--- config.mk ---
export PLATFORM = sky130hd
export DESIGN_NAME = uart_tx_serializer_flat
export DESIGN_NICKNAME = d
export VERILOG_FILES = /design/src/rtl/uart_pkg.sv /design/src/rtl/uart_tx_serializer_if.sv /design/src/rtl/uart_baud_counter.sv /design/src/rtl/uart_tx_serializer.sv /design/src/flat_wrapper.sv
export SDC_FILE = /design/constraint.sdc
export NUM_CORES = 1
export LEC_CHECK = 0
export CELL_PAD_IN_SITES_DETAIL_PLACEMENT = 0
export CELL_PAD_IN_SITES_GLOBAL_PLACEMENT = 1
export CORE_MARGIN = 2
export CORE_UTILIZATION = 43
export DETAILED_ROUTE_END_ITERATION = 10
export GPL_TIMING_DRIVEN = 0
export HOLD_SLACK_MARGIN = 0.15
export PLACE_DENSITY = 0.74
export SLEW_MARGIN = 20
export SYNTH_ARGS = -nofsm -noshare
export SYNTH_HDL_FRONTEND = slang
export SYNTH_SLANG_ARGS = --single-unit
--- constraint.sdc ---
create_clock -name clk -period 2.1 [get_ports clk]
set_input_delay 0.21 -clock clk [delete_from_list [all_inputs] [get_ports clk]]
set_output_delay 0.21 -clock clk [all_outputs]
set_load 0.02 [all_outputs]
--- src/rtl/uart_pkg.sv ---
// Shared UART definitions: state encoding, default bit period, frame length.
// Used by both the TX serializer and the RX side.
package uart_pkg;

   localparam int UART_CLKS_PER_BIT = 5208;
   localparam int UART_FRAME_BITS   = 10;
   localparam int UART_DATA_BITS    = 8;

   localparam logic [2:0] ST_IDLE    = 3'd0;
   localparam logic [2:0] ST_START   = 3'd1;
   localparam logic [2:0] ST_DATA    = 3'd2;
   localparam logic [2:0] ST_STOP    = 3'd3;
   localparam logic [2:0] ST_CLEANUP = 3'd4;

   typedef enum logic [2:0] {
      IDLE      = ST_IDLE,
      START_BIT = ST_START,
      DATA_BITS = ST_DATA,
      STOP_BIT  = ST_STOP,
      CLEANUP   = ST_CLEANUP
   } uart_state_e;

   localparam logic [2:0] LAST_DATA_IDX = 3'(UART_DATA_BITS - 1);

endpackage

--- src/rtl/uart_tx_serializer_if.sv ---
// Byte request / completion bundle between the TX register stage
// and the UART serializer.
interface uart_tx_if;

   logic       start;
   logic [7:0] data;
   logic       busy;
   logic       done;

   modport master (
      output start,
      output data,
      input  busy,
      input  done
   );

   modport slave (
      input  start,
      input  data,
      output busy,
      output done
   );

endinterface

--- src/rtl/uart_baud_counter.sv ---
// Bit-period counter: runs 0..CLKS_PER_BIT-1 while enabled and
// flags the last cycle of each bit period.
module uart_baud_counter
   import uart_pkg::*;
#(
   parameter int CLKS_PER_BIT = UART_CLKS_PER_BIT,
   parameter int CNT_W        = 16
) (
   input  logic clk,
   input  logic reset,
   input  logic clr_i,
   input  logic en_i,
   output logic tick_o
);

   localparam logic [CNT_W-1:0] LAST = CNT_W'(CLKS_PER_BIT - 1);

   logic [CNT_W-1:0] cnt_q;
   logic [CNT_W-1:0] cnt_d;

   assign tick_o = en_i && (cnt_q == LAST);

   always_comb begin
      cnt_d = cnt_q;
      if (clr_i || tick_o) begin
         cnt_d = '0;
      end else if (en_i) begin
         cnt_d = cnt_q + 1'b1;
      end
   end

   always_ff @(posedge clk) begin
      if (reset) begin
         cnt_q <= '0;
      end else begin
         cnt_q <= cnt_d;
      end
   end

endmodule

--- src/rtl/uart_tx_serializer.sv ---
// 8N1 UART transmitter: one byte per accepted start, LSB first,
// with a one-cycle done pulse after the stop bit.
module uart_tx_serializer
   import uart_pkg::*;
#(
   parameter int CLKS_PER_BIT = UART_CLKS_PER_BIT,
   parameter int CNT_W        = 16
) (
   input  logic      clk,
   input  logic      reset,
   uart_tx_if.slave  bus,
   output logic      tx
);

   uart_state_e state_q;
   uart_state_e state_d;
   logic        tx_q;
   logic        tx_d;
   logic        done_q;
   logic        done_d;
   logic        busy_q;
   logic        busy_d;
   logic [2:0]  idx_q;
   logic [2:0]  idx_d;
   logic [7:0]  shift_q;
   logic [7:0]  shift_d;

   logic        cnt_clr;
   logic        cnt_en;
   logic        bit_end;

   // Counter is held at zero whenever no bit period is being timed.
   assign cnt_clr = (state_q == IDLE) || (state_q == CLEANUP);
   assign cnt_en  = (state_q == START_BIT) ||
                    (state_q == DATA_BITS) ||
                    (state_q == STOP_BIT);

   uart_baud_counter #(
      .CLKS_PER_BIT (CLKS_PER_BIT),
      .CNT_W        (CNT_W)
   ) u_baud (
      .clk    (clk),
      .reset  (reset),
      .clr_i  (cnt_clr),
      .en_i   (cnt_en),
      .tick_o (bit_end)
   );

   always_comb begin
      state_d = state_q;
      tx_d    = tx_q;
      done_d  = 1'b0;
      busy_d  = busy_q;
      idx_d   = idx_q;
      shift_d = shift_q;
      unique case (state_q)
         IDLE: begin
            tx_d   = 1'b1;
            busy_d = 1'b0;
            if (bus.start) begin
               shift_d = bus.data;
               tx_d    = 1'b0;
               busy_d  = 1'b1;
               state_d = START_BIT;
            end
         end
         START_BIT: begin
            if (bit_end) begin
               tx_d    = shift_q[0];
               idx_d   = 3'd0;
               state_d = DATA_BITS;
            end
         end
         DATA_BITS: begin
            if (bit_end) begin
               if (idx_q == LAST_DATA_IDX) begin
                  tx_d    = 1'b1;
                  state_d = STOP_BIT;
               end else begin
                  // Shift so the next bit is always at shift_q[0].
                  idx_d   = idx_q + 3'd1;
                  tx_d    = shift_q[1];
                  shift_d = {1'b0, shift_q[7:1]};
               end
            end
         end
         STOP_BIT: begin
            if (bit_end) begin
               done_d  = 1'b1;
               state_d = CLEANUP;
            end
         end
         CLEANUP: begin
            tx_d    = 1'b1;
            busy_d  = 1'b0;
            state_d = IDLE;
         end
         default: begin
            tx_d    = 1'b1;
            busy_d  = 1'b0;
            state_d = IDLE;
         end
      endcase
   end

   always_ff @(posedge clk) begin
      if (reset) begin
         state_q <= IDLE;
         tx_q    <= 1'b1;
         done_q  <= 1'b0;
         busy_q  <= 1'b0;
         idx_q   <= 3'd0;
         shift_q <= 8'h00;
      end else begin
         state_q <= state_d;
         tx_q    <= tx_d;
         done_q  <= done_d;
         busy_q  <= busy_d;
         idx_q   <= idx_d;
         shift_q <= shift_d;
      end
   end

   assign tx       = tx_q;
   assign bus.done = done_q;
   assign bus.busy = busy_q;

endmodule

--- src/flat_wrapper.sv ---
// flat-port wrapper written by rule: the top's interface ports become plain ports
module uart_tx_serializer_flat import uart_pkg::*;
#(
   parameter int CLKS_PER_BIT = UART_CLKS_PER_BIT,
   parameter int CNT_W        = 16
)
  (clk, reset, tx, bus_start, bus_data, bus_busy, bus_done);
  uart_tx_if bus_i ();
  input  logic clk;
  input  logic reset;
  output logic tx;
  input wire logic [$bits(bus_i.start)-1:0] bus_start;
  input wire logic [$bits(bus_i.data)-1:0] bus_data;
  output wire logic [$bits(bus_i.busy)-1:0] bus_busy;
  output wire logic [$bits(bus_i.done)-1:0] bus_done;
  assign bus_i.start = bus_start;
  assign bus_i.data = bus_data;
  assign bus_busy = bus_i.busy;
  assign bus_done = bus_i.done;
  uart_tx_serializer #(.CLKS_PER_BIT(CLKS_PER_BIT), .CNT_W(CNT_W)) u_core (.clk(clk), .reset(reset), .bus(bus_i), .tx(tx));
endmodule
Yosys cells after proc, flatten, opt, wreduce, memory -nomap -nowiden
Index checks and enable logic that the tools add are counted.
{ "word_totals": {"register_bits": 33, "in_bits": 11, "out_inout_bits": 3} }
{ "op_classes": {"n_mux": 22, "n_eq_ne": 12, "reduce_logical": 15, "add_sub_neg": 2, "bitwise_logic": 1} }
{ "op_table": {"columns": ["op", "n"], "rows": [
  ["2-to-1 mux 3 bit", 8],
  ["2-to-1 mux 8 bit", 3],
  ["adder 16 x 1 -> 16 bit, second input constant", 1],
  ["== test 16 x 13 -> 1 bit, second input constant", 1],
  ["one-hot mux 8 bit (2 select lines)", 1],
  ["inequality test 2 bit, second input constant", 6],
  ["one-hot mux 3 bit (4 select lines)", 1],
  ["AND reduction 4 bit", 2],
  ["== test 3 x 2 -> 1 bit, second input constant", 2],
  ["== test 3 bit, second input constant", 2],
  ["2-to-1 mux 1 bit", 6],
  ["one-hot mux 3 bit (2 select lines)", 1],
  ["AND reduction 5 bit", 1],
  ["logical OR 1 bit", 4],
  ["one-hot mux 1 bit (4 select lines)", 1],
  ["nonzero test 2 bit", 2],
  ["OR reduction 2 bit", 2],
  ["adder 3 x 1 -> 3 bit, second input constant", 1],
  ["== test 3 x 1 -> 1 bit, second input constant", 1],
  ["logical NOT 3 bit", 1],
  ["AND reduction 3 bit", 1],
  ["OR reduction 3 bit", 1],
  ["one-hot mux 1 bit (2 select lines)", 1],
  ["logical AND 1 bit", 1],
  ["inverter 1 bit", 1]
]} }

Logic depth before layout (Yosys ltp)
{ "logic_depth": {"word_depth": 6, "ltp_mapped": 6} }

By module
Synthesis repeated with hierarchy kept, for this count alone.
{ "unflattened": {"cells_unflattened": 174, "hier_area_um2": 1607.8} }
{ "modules_own_cells": {"columns": ["module", "instances", "cells_per_inst", "area_per_inst_um2"], "rows": [
  ["uart_tx_serializer", 1, 87, 835.8],
  ["uart_baud_counter", 1, 87, 772.0]
]} }

Worst setup path after synthesis
Ideal clock, no wire load.
{ "synth_timing": {"kind": "reg-to-reg", "from": "register u_core.u_baud.cnt_q[0]", "to": "register u_core.idx_q[0]", "setup_time_ns": 0.123, "path_slack_ns": 0.310, "path_buffers": 0, "stages_incl_launch_ff": 6, "arrival_ns": 1.666, "t_required_ns": 1.977, "path_cell_list": "dfxtp_1 ha_1 and4bb_1 nand4_1 or3_1 mux2_1"} }
{ "synth_via": {"elab_chain_len": 4, "elab_cells_between_ends": 5, "classes_between": "eq/ne (3); reduce/logical (2)"} }
{ "synth_lines": {"columns": ["element", "line_no", "rtl"], "rows": [
  ["from (decl)", "uart_baud_counter.sv:18", "logic [CNT_W-1:0] cnt_q;"],
  ["from (signal assigned)", "uart_baud_counter.sv:36", "cnt_q <= cnt_d;"],
  ["== test 16 x 13 -> 1 bit *", "uart_baud_counter.sv:21", "assign tick_o = en_i && (cnt_q == LAST);"],
  ["logical AND 1 bit *", "uart_baud_counter.sv:21", null],
  ["inequality test 2 bit (no line)", null, null],
  ["AND reduction 4 bit (no line) *", null, null],
  ["to (signal assigned)", "uart_tx_serializer.sv:119", "idx_q <= idx_d;"],
  ["to (decl)", "uart_tx_serializer.sv:23", "logic [2:0] idx_q;"]
]} }
Mark *: on every way between the ends. The rest lies on a longest branch, timed or not.
A chain may end at the register's enable or synchronous reset.

Final worst setup path
Same ends and word-level chain as after synthesis.

==> summary.md <==
| Metric | Value |
|---|---|
| Period Utilization, post-route | 94.4% |
| RD Place Congestion | 0.887 |
| Busiest layer in global routing | met2 |
| Fin nets | 241 |
| IO Pins | 14 |
| Syn_nets | between 200 and 250 |
| Total CTS buffers | 5 |
| FFs w/ async S/R, synth | 0% |
| Vias in the first global route | 1,687 |
| Pin count of the biggest net entering global routing | 11 |
| CTS Root Buffer Type | clkbuf_8 |
| Cell family with most CP delay | simple AND/OR/NAND/NOR gates |
| Launching point of the worst reg2reg path | u_core.u_baud.cnt_q[0]$_SDFFE_PP0P_ |
| Reg clk slew, reported paths | 0.06 ns |
| Yosys warning count | 0 |
| Worst skew pair latency | between 0.2 and 0.3 ns |
| DP Worst Slack | -0.0902 ns |
| Worst setup path class | flop to flop |
| Worst slew margin | 54.4% |
| Clock sink count | 33 |
| Met3 Usage GRT | 5.59% |
| Vias | ~1,600 |
| Critical Path Source | u_core.u_baud.cnt_q[0]$_SDFFE_PP0P_ |
| Setup violators final | 0 |
| Top_reg_cell synth | dfxtp_1 |
| Drt first pass iters | 4 |
| R2r setup slk | between 0.1 and 0.15 ns |
| Pleak | 0.678 nW |
| Site row count | 23 |
| Hold buffers post-CTS | 0 |
| Stages on worst setup path | 5 |
| Grt ovf | 0 |
| Sequential fraction of the synthesis area | 37.0% |
| Placement Cell Area | 1970 sq um |
| Slew @ Worst Pin | a little under 0.7 ns |
| Hold Crit Class | input pin to flop |
| Post-synth cell types | 52 |
| Antenna Nets Post-Route | 0 |
| RSZ-0062 raised after global routing | yes |
| Die ar. | 4680 sq um |
| CP startpoint kind | flop |
| DRC violations left | 0 |
| Post-DP HPWL | 3.15 mm |
| Syn Area/Cell | 8.58 sq um |
| Max Cap Viol | 0 |
| Worst Path Max Fanout | 8 |
| Setup crit end | u_core.idx_q[0]$_SDFFE_PP0P_ |
| Post-route cell area | 2070 sq um |
| Final Routed Wirelength | roughly 4.3 mm |
| Initial antenna violation count | 0 |
| Seq cells post-synth | 33 |
| Met1 Use GR | 23.6% |
| Tmin final | approximately 2 ns |
| Final WS setup | 0.118 ns |
| Total negative slack | 0 ns |
| Max Root-Sink Buffers | 2 |
| Max-slew violation count | 0 |
| Die Ht | slightly below 70 um |
| Number of port buffers | 12 |
| Cells along the critical path | ha_2 > and4bb_1 > nand4_1 > or3_4 > mux2_1 |
| Fmax | 504 MHz |
| PwrDens | 597 nW/um^2 |
| ANT cells | 0 |
| Worst IR Drop VDD | approximately 0.00033 V |
| Post-CTS Repair Setup Buffers | 0 |
| Met2 Usage GRT | 38.9% |
| Total power | about 1.2 mW |
| Critical path's largest stage delay | 0.47 ns |
| Critical Path RT | around 2.3 ns |
| Starting Density | 44.6% |
| Vias per inst | 5.94 |
| Share of post-route cells with drive strength above 1 | approximately an eighth |
| Layout filler cell count | 368 |
| WP buf/inv | 0 |
| Clock Skews | 0.00603 ns |
| Arrival time worst endpoint | 2.16 ns |
| P&R area growth vs syn | 16.0% |
| Kind of end point of the critical path | flop |
| Reg-to-Reg End | u_core.idx_q[0]$_SDFFE_PP0P_ |
| Core Region | 4000 sq um |
| Fin. Hold Viols | 0 |
| WL/cell | approximately 16 um |
| Status | finished, final reports clean |
| Htree depth | 2 |
| Cts repair resizes | 1 |
| CTS tree | yes |
| Post-synth top area share | a little under two fifths |
| Leading post-synthesis cells by cell area | dfxtp_1, nand3_1, nand4_1 |
| Drt first-iter violations | 132 |
| Post-synth top area cell | dfxtp_1 |
| Post-synth EDFFs | 0 |
| Die Wd | ~68 um |
| Synthesized instance count | 208 |
| Netlist Area Pre-Place | 1790 sq um |
| Global-route wire length before repair | 7.48 mm |
| GRT Total Usage | 21.7% |
| Critical path's slowest cell | or3_4 |
| FF-to-FF path depth | 5 |
kinds of logic (layout without fill, tap and decap cells):
| family | Yosys count | in the layout | synth area share, % |
|---|---|---|---|
| AND/OR/NAND/NOR | 96 | 96 | 32.9 |
| AO/OA/AOI/OAI | 46 | 46 | 16.7 |
| flip-flops | 33 | 33 | 37.0 |
| buffers and inverters | 17 | 36 | 4.55 |
| XOR/XNOR | 8 | 8 | 3.92 |
| adder cells (fa/ha/maj) | 4 | 4 | 2.66 |
| multiplexers | 4 | 4 | 2.31 |
area by class of cell:
cell class	count	area [sq um]	area share, %
clock buffer	7	86.3	4.17
tap	50	62.6	3.02
buffer	13	66.3	3.20
sequential	33	661	31.9
multi-input combinational	158	1060	51.2
timing repair buffer	12	120	5.80
inverter	4	15.0	0.725
layout by cell type (no fill, tap or decap), types with 2 or more instances in the layout:
master and n:
dfxtp_1 33, nand3_1 18, nor2_1 15, a21oi_1 14
nand4_1 13, clkdlybuf4s50_1 12, nand2_1 11, o21ai_0 8
clkbuf_1 7, a31oi_1 7, a21boi_0 6, clkbuf_8 6
or3_1 5, buf_2 4, inv_1 4, xnor2_1 4
xor2_1 4, nor2b_1 3, nand2b_1 3, and4_1 3
mux2i_1 3, nor3_1 3, nor4_1 3, nand4bb_1 2
and3_1 2, ha_1 2
through the flow:
step	hold WS, ns	instances	utilization, %
final	0.350	277	51.8
after global routing	0.395	277	51.8
after CTS	0.339	277	51.5
after detailed placement	0.469	270	49.2
after global placement	0.457	270	49.2
after floorplan	0.381	208	-
worst reg2reg max path, stage by stage, from the launching register on:
cell and delay (ns):
dfxtp_1 0.37, ha_2 0.28, and4bb_1 0.23, nand4_1 0.22, or3_4 0.47, mux2_1 0.31
cell usage after synthesis (2+ instances only):
| library cell | instances |
|---|---|
| dfxtp_1 | 33 |
| nand3_1 | 18 |
| nor2_1 | 15 |
| a21oi_1 | 14 |
| nand4_1 | 13 |
| nand2_1 | 11 |
| o21ai_0 | 8 |
| a31oi_1 | 7 |
| a21boi_0 | 6 |
| clkbuf_1 | 6 |
| or3_1 | 6 |
| buf_2 | 4 |
| inv_1 | 4 |
| nor4_1 | 4 |
| xnor2_1 | 4 |
| xor2_1 | 4 |
| and4_1 | 3 |
| ha_1 | 3 |
| mux2i_1 | 3 |
| nand2b_1 | 3 |
| nor2b_1 | 3 |
| nor3_1 | 3 |
| and3_1 | 2 |
| nand4bb_1 | 2 |
| o21ai_1 | 2 |
power by group:
part           switching [mW]  internal [mW]  leakage (nW)
Clock                   0.220          0.260        0.0443
Combinational          0.0565         0.0515         0.366
Sequential            0.00998          0.640         0.268
metal layers:
metal / up-vias / wire [um]
met2: 40 / 2170
li1: 813 / -
met4: 0 / 83
met1: 783 / 1870
met5: - / 0
met3: 9 / 215
sequential cells by signal (all words and copies together), names as in the netlist:
signal	flops
u_core.tx	1
u_core.state_q	3
u_core.idx_q	3
u_core.u_baud.cnt_q	16
u_core.bus.busy	1
u_core.shift_q	8
u_core.bus.done	1
worst min path at each step:
stage | from | to | cells after the start
final | bus_start | u_core.bus.busy$_SDFFE_PP0N_ | 3
after global routing | bus_start | u_core.bus.busy$_SDFFE_PP0N_ | 3
after detailed placement | u_core.tx$_SDFFE_PP1P_ | u_core.tx$_SDFFE_PP1P_ | 1
after global placement | u_core.bus.busy$_SDFFE_PP0N_ | u_core.bus.busy$_SDFFE_PP0N_ | 2
after CTS | bus_start | u_core.bus.busy$_SDFFE_PP0N_ | 3
after floorplan | bus_data[7] | u_core.shift_q[7]$_SDFFE_PP0P_ | 2
(Power assumes the default switching activity.)
==> edit 1 (config.mk and constraints unchanged) <==
Put one more register stage on the output `tx`, cleared by the reset. The value now appears one clock later. The other outputs are not delayed to match.
--- a/src/rtl/uart_tx_serializer.sv
+++ b/src/rtl/uart_tx_serializer.sv
@@ -123,3 +123,9 @@
 
-   assign tx       = tx_q;
+   always_ff @(posedge clk) begin
+      if (reset) begin
+         tx <= '0;
+      end else begin
+         tx <= tx_q;
+      end
+   end
    assign bus.done = done_q;
Behaviour: not the same (a bounded check fails within 4 cycles, from zero or initial values and one cycle with reset high).
==> edit 1 against the original RTL <==
Worst setup slack improved by 0.0019 ns; sequential cell count increased by 1; count of clock-buffer cells in the layout decreased by 1; cell area decreased by 3.1%; power increased by 2.6%; sequential share of layout area increased by 2.0 points; area after synthesis decreased by 4.5%; critical path depth increased by 1; wire length decreased by 12%; synthesized cell count decreased by 9.1%; die area decreased by 4.2%.
==> edit 1: results (changes against the original RTL) <==
grt_max_degree: 11  # unchanged
synthTopCellsByArea: "dfxtp_1 (40%), a211oi_1 (7.0%), mux2i_1 (4.1%)"
synth_compound_area_share_pct: 21.8  # +5.1 points
synth_fa_ha_area_share_pct: 2.20  # -0.46 points
worstHoldEndpoint: "u_core.tx"
dpl.hpwl_um: 2660  # -15%
min_period_ns: 1.98  # -0.00191 ns
cpPeakStageDelay_ns: 0.39  # -0.08 ns
clock_latency_ns: 0.29  # about the same
synth.mux.area_fraction_pct: 4.11  # +1.8 points
num_vias: 1497  # -9.0%
timing.hold.ws_ns: 0.484  # +0.133 ns
power_frac_seq_pct: 53.0  # +0.4 points
worstPathRequired_ns: 2.25  # -0.03 ns
max-slew-margin-rel_pct: 69.7  # +15 points
yosysSeqAreaShare_pct: 39.9  # +2.9 points
layout-drive-gt1-share_pct: 11.5  # -0.41 points
whs_path_depth: 1  # -2
grt_pass1_wl_um: 6610  # -12%
status: "finished clean"
grt_pass1_vias: 1393  # -17%
track_usage_pct: 19.9  # -1.8 points
place_area_um2: 1900  # -3.7%
hold_path.class: "flip-flop to flip-flop"
crit_end: "u_core.shift_q[5]"
syn_nets: 203  # -8.6%
wirelength_um: 3800  # -12%
ys_top_cells_by_count: "dfxtp_1 (34), a211oi_1 (16), a21oi_1 (12), nor2_1 (12)"
drt_iter0_drc: 82  # -38%
p_int_uw: 973  # +2.2%
synth-xor-area-share_pct: 4.11  # +0.18 points
portBuffers: 13  # +1
skew_ns: 0.00922  # +0.00319 ns
p_leak_uw: 0.000678  # about the same
rr_worst_depth: 6  # +1
nNetsFinal: 224  # -7.1%
ys_types: 44  # -15%
place_ws_ns: -0.163  # -0.0727 ns
crit_slowest_cell: "dfxtp_1"
-- edit 1: changes by cell type in the layout (fill, tap and decap cells not counted), moves of 4 or more --
cell,before,now
a211oi_1,0,16
mux2i_1,3,7
a31oi_1,7,1
o31ai_1,1,5
nand3_1,18,8
a21boi_0,6,0
nand4_1,13,6
-- edit 1: cells by family after synthesis --
family / count (synthesis)
AO/OA/AOI/OAI: 54
XOR/XNOR: 8
adder cells (fa/ha/maj): 3
buffers and inverters: 18
flip-flops: 34
multiplexers: 7
AND/OR/NAND/NOR: 65
-- edit 1: layout make-up --
| class | instances | area [um2] |
|---|---|---|
| Buffer | 12 | 66.3 |
| Clock buffer | 6 | 82.6 |
| Fill cell | 351 | 1740 |
| Inverter | 6 | 22.5 |
| Multi-Input combinational cell | 137 | 958 |
| Sequential cell | 34 | 681 |
| Tap cell | 48 | 60.1 |
| Timing Repair Buffer | 14 | 138 |
-- edit 1: through the flow --
| stage | setup TNS, ns | cells | power (uW) |
|---|---|---|---|
| 3_5_place_dp | -1.53 | 250 | 799 |
| 2_1_floorplan | 0 | 189 | 754 |
| 3_3_place_gp | -1.09 | 250 | 796 |
| 5_1_grt | -0.0124 | 257 | 1340 |
| 6_report | 0 | 257 | 1270 |
| 4_1_cts | 0 | 257 | 1280 |
-- edit 1: metal layers --
metal  vias to the layer above  track usage [%]  part of all wire [%]
li1                        749                -                     -
met1                       708             27.1                    51
met2                        34             29.8                    43
met3                         6             5.91                   4.5
met4                         0             6.89                   1.3
met5                         -                0                     0
-- edit 1: timing repair --
item | in CTS | in global routing
pin swaps | 1 | 0
resized for setup | 2 | 1
buffers inserted | 1 | 0
hold buffers | 0 | 0
setup endpoints to repair | 10 | 2
==> edit 2 (config.mk and constraints unchanged) <==
Made on the original files. `CNT_W` is set to 16 in 3 places; all go to 12.
--- a/src/rtl/uart_baud_counter.sv
+++ b/src/rtl/uart_baud_counter.sv
@@ -6,3 +6,3 @@
    parameter int CLKS_PER_BIT = UART_CLKS_PER_BIT,
-   parameter int CNT_W        = 16
+   parameter int CNT_W        = 12
 ) (
--- a/src/rtl/uart_tx_serializer.sv
+++ b/src/rtl/uart_tx_serializer.sv
@@ -6,3 +6,3 @@
    parameter int CLKS_PER_BIT = UART_CLKS_PER_BIT,
-   parameter int CNT_W        = 16
+   parameter int CNT_W        = 12
 ) (
--- a/src/flat_wrapper.sv
+++ b/src/flat_wrapper.sv
@@ -4,3 +4,3 @@
    parameter int CLKS_PER_BIT = UART_CLKS_PER_BIT,
-   parameter int CNT_W        = 16
+   parameter int CNT_W        = 12
 )
Formal check against the unedited RTL: no difference found for any inputs over 10 cycles, from zero or initial values and one cycle with reset high; that may be too few to reach the edited logic, so the function may still have changed.
==> edit 2 against the original RTL <==
Global-route usage shrank 4.7 points; fmax up 1.6%; sequential cell count shrank 4; critical path depth up 1; worst setup slack better by 0.031 ns; wire length shrank 31%; sequential power decreased by 12%; area after synthesis shrank 17%; power decreased by 20%; cell area fell by 17%; largest power group unchanged.
==> edit 2: results (changes against the original RTL) <==
p_int_uw: 746  # -22%
yosysSeqAreaShare_pct: 39.1  # +2.1 points
rr_worst_depth: 6  # +1
max-slew-margin-rel_pct: 68.6  # +14 points
wirelength_um: 3010  # -31%
dr_wl_met3_um: 104  # -52%
vias_per_cell: 5.38  # -9.5%
clk_pin_slew_ns: 0.09  # +0.03 ns
avgRoutedWirePerCell_um: 13.6  # -13%
synth-xor-area-share_pct: 6.49  # +2.6 points
status: "finished clean"
r2r-start: "u_core.idx_q[0]"
synth_fa_ha_area_share_pct: 3.20  # +0.54 points
grt_pass1_wl_um: 5310  # -29%
met2_usage_pct: 28.6  # -10 points
p_comb_share_pct: 10.0  # +1.3 points
grt_pass1_vias: 1204  # -29%
placed_cells: 213  # -21%
cts-resized-gates: 0  # -1
top_layer_used: "met3"
reg.largest.list: "u_core.u_baud.cnt_q x12, u_core.shift_q x8"
syn_avg_cell_area_um2: 9.58  # +12%
hold_start: "reset"
wl_met1_um: 1380  # -26%
nNetsFinal: 188  # -22%
==> edit 2: cell types whose count changed in the layout (fill, tap and decap cells not counted), sizes merged, moves of 7 or more <==
cell,unedited run,this run
a21oi,14,3
nand2,11,4
nand3,18,4
nand4,13,4
o41ai,0,7
==> edit 2: kinds of logic after synthesis <==
logic type                 after synthesis
and+or+nand+nor                         53
AOI/OAI and AO/OA                       33
DFF                                     29
buffers and inverters                   15
xor gates and xnor gates                11
muxes                                   10
adders and majority gates                4
==> edit 2: worst max-delay path by stage <==
stage | start | end | slack (ns) | depth (start not counted)
floorplan | u_core.idx_q[0] | u_core.shift_q[5] | 0.37 | 6
global placement | u_core.idx_q[0] | u_core.shift_q[6] | 0.20 | 6
detailed placement | u_core.idx_q[0] | u_core.shift_q[6] | 0.15 | 6
CTS | u_core.idx_q[0] | u_core.shift_q[6] | 0.14 | 6
global route | u_core.idx_q[0] | u_core.shift_q[6] | 0.02 | 6
finish | u_core.idx_q[0] | u_core.shift_q[6] | 0.15 | 6
==> edit 2: stage by stage <==
step / util, % / instance area, um2
final: 51.3 / 1710
after global routing: 51.3 / 1710
after CTS: 51.3 / 1710
after detailed placement: 49.8 / 1660
after global placement: 49.8 / 1660
after floorplan: - / 1490
==> edit 2: critical path, stage by stage, from the launching register on <==
cell and delay [ns]:
dfxtp_1 0.33, ha_1 0.19, ha_1 0.21, nand2b_1 0.20
a211o_1 0.40, buf_2 0.21, o41ai_1 0.31
==> edit 2: layout make-up <==
class | instances | area, um2 | area share (%)
plain buffers | 9 | 52.6 | 3.07
clock buffers | 8 | 48.8 | 2.85
flip-flops and latches | 29 | 581 | 33.9
inverters | 6 | 22.5 | 1.32
multi-input cells | 111 | 830 | 48.5
repair buffers | 12 | 120 | 7.02
well taps | 46 | 57.6 | 3.36
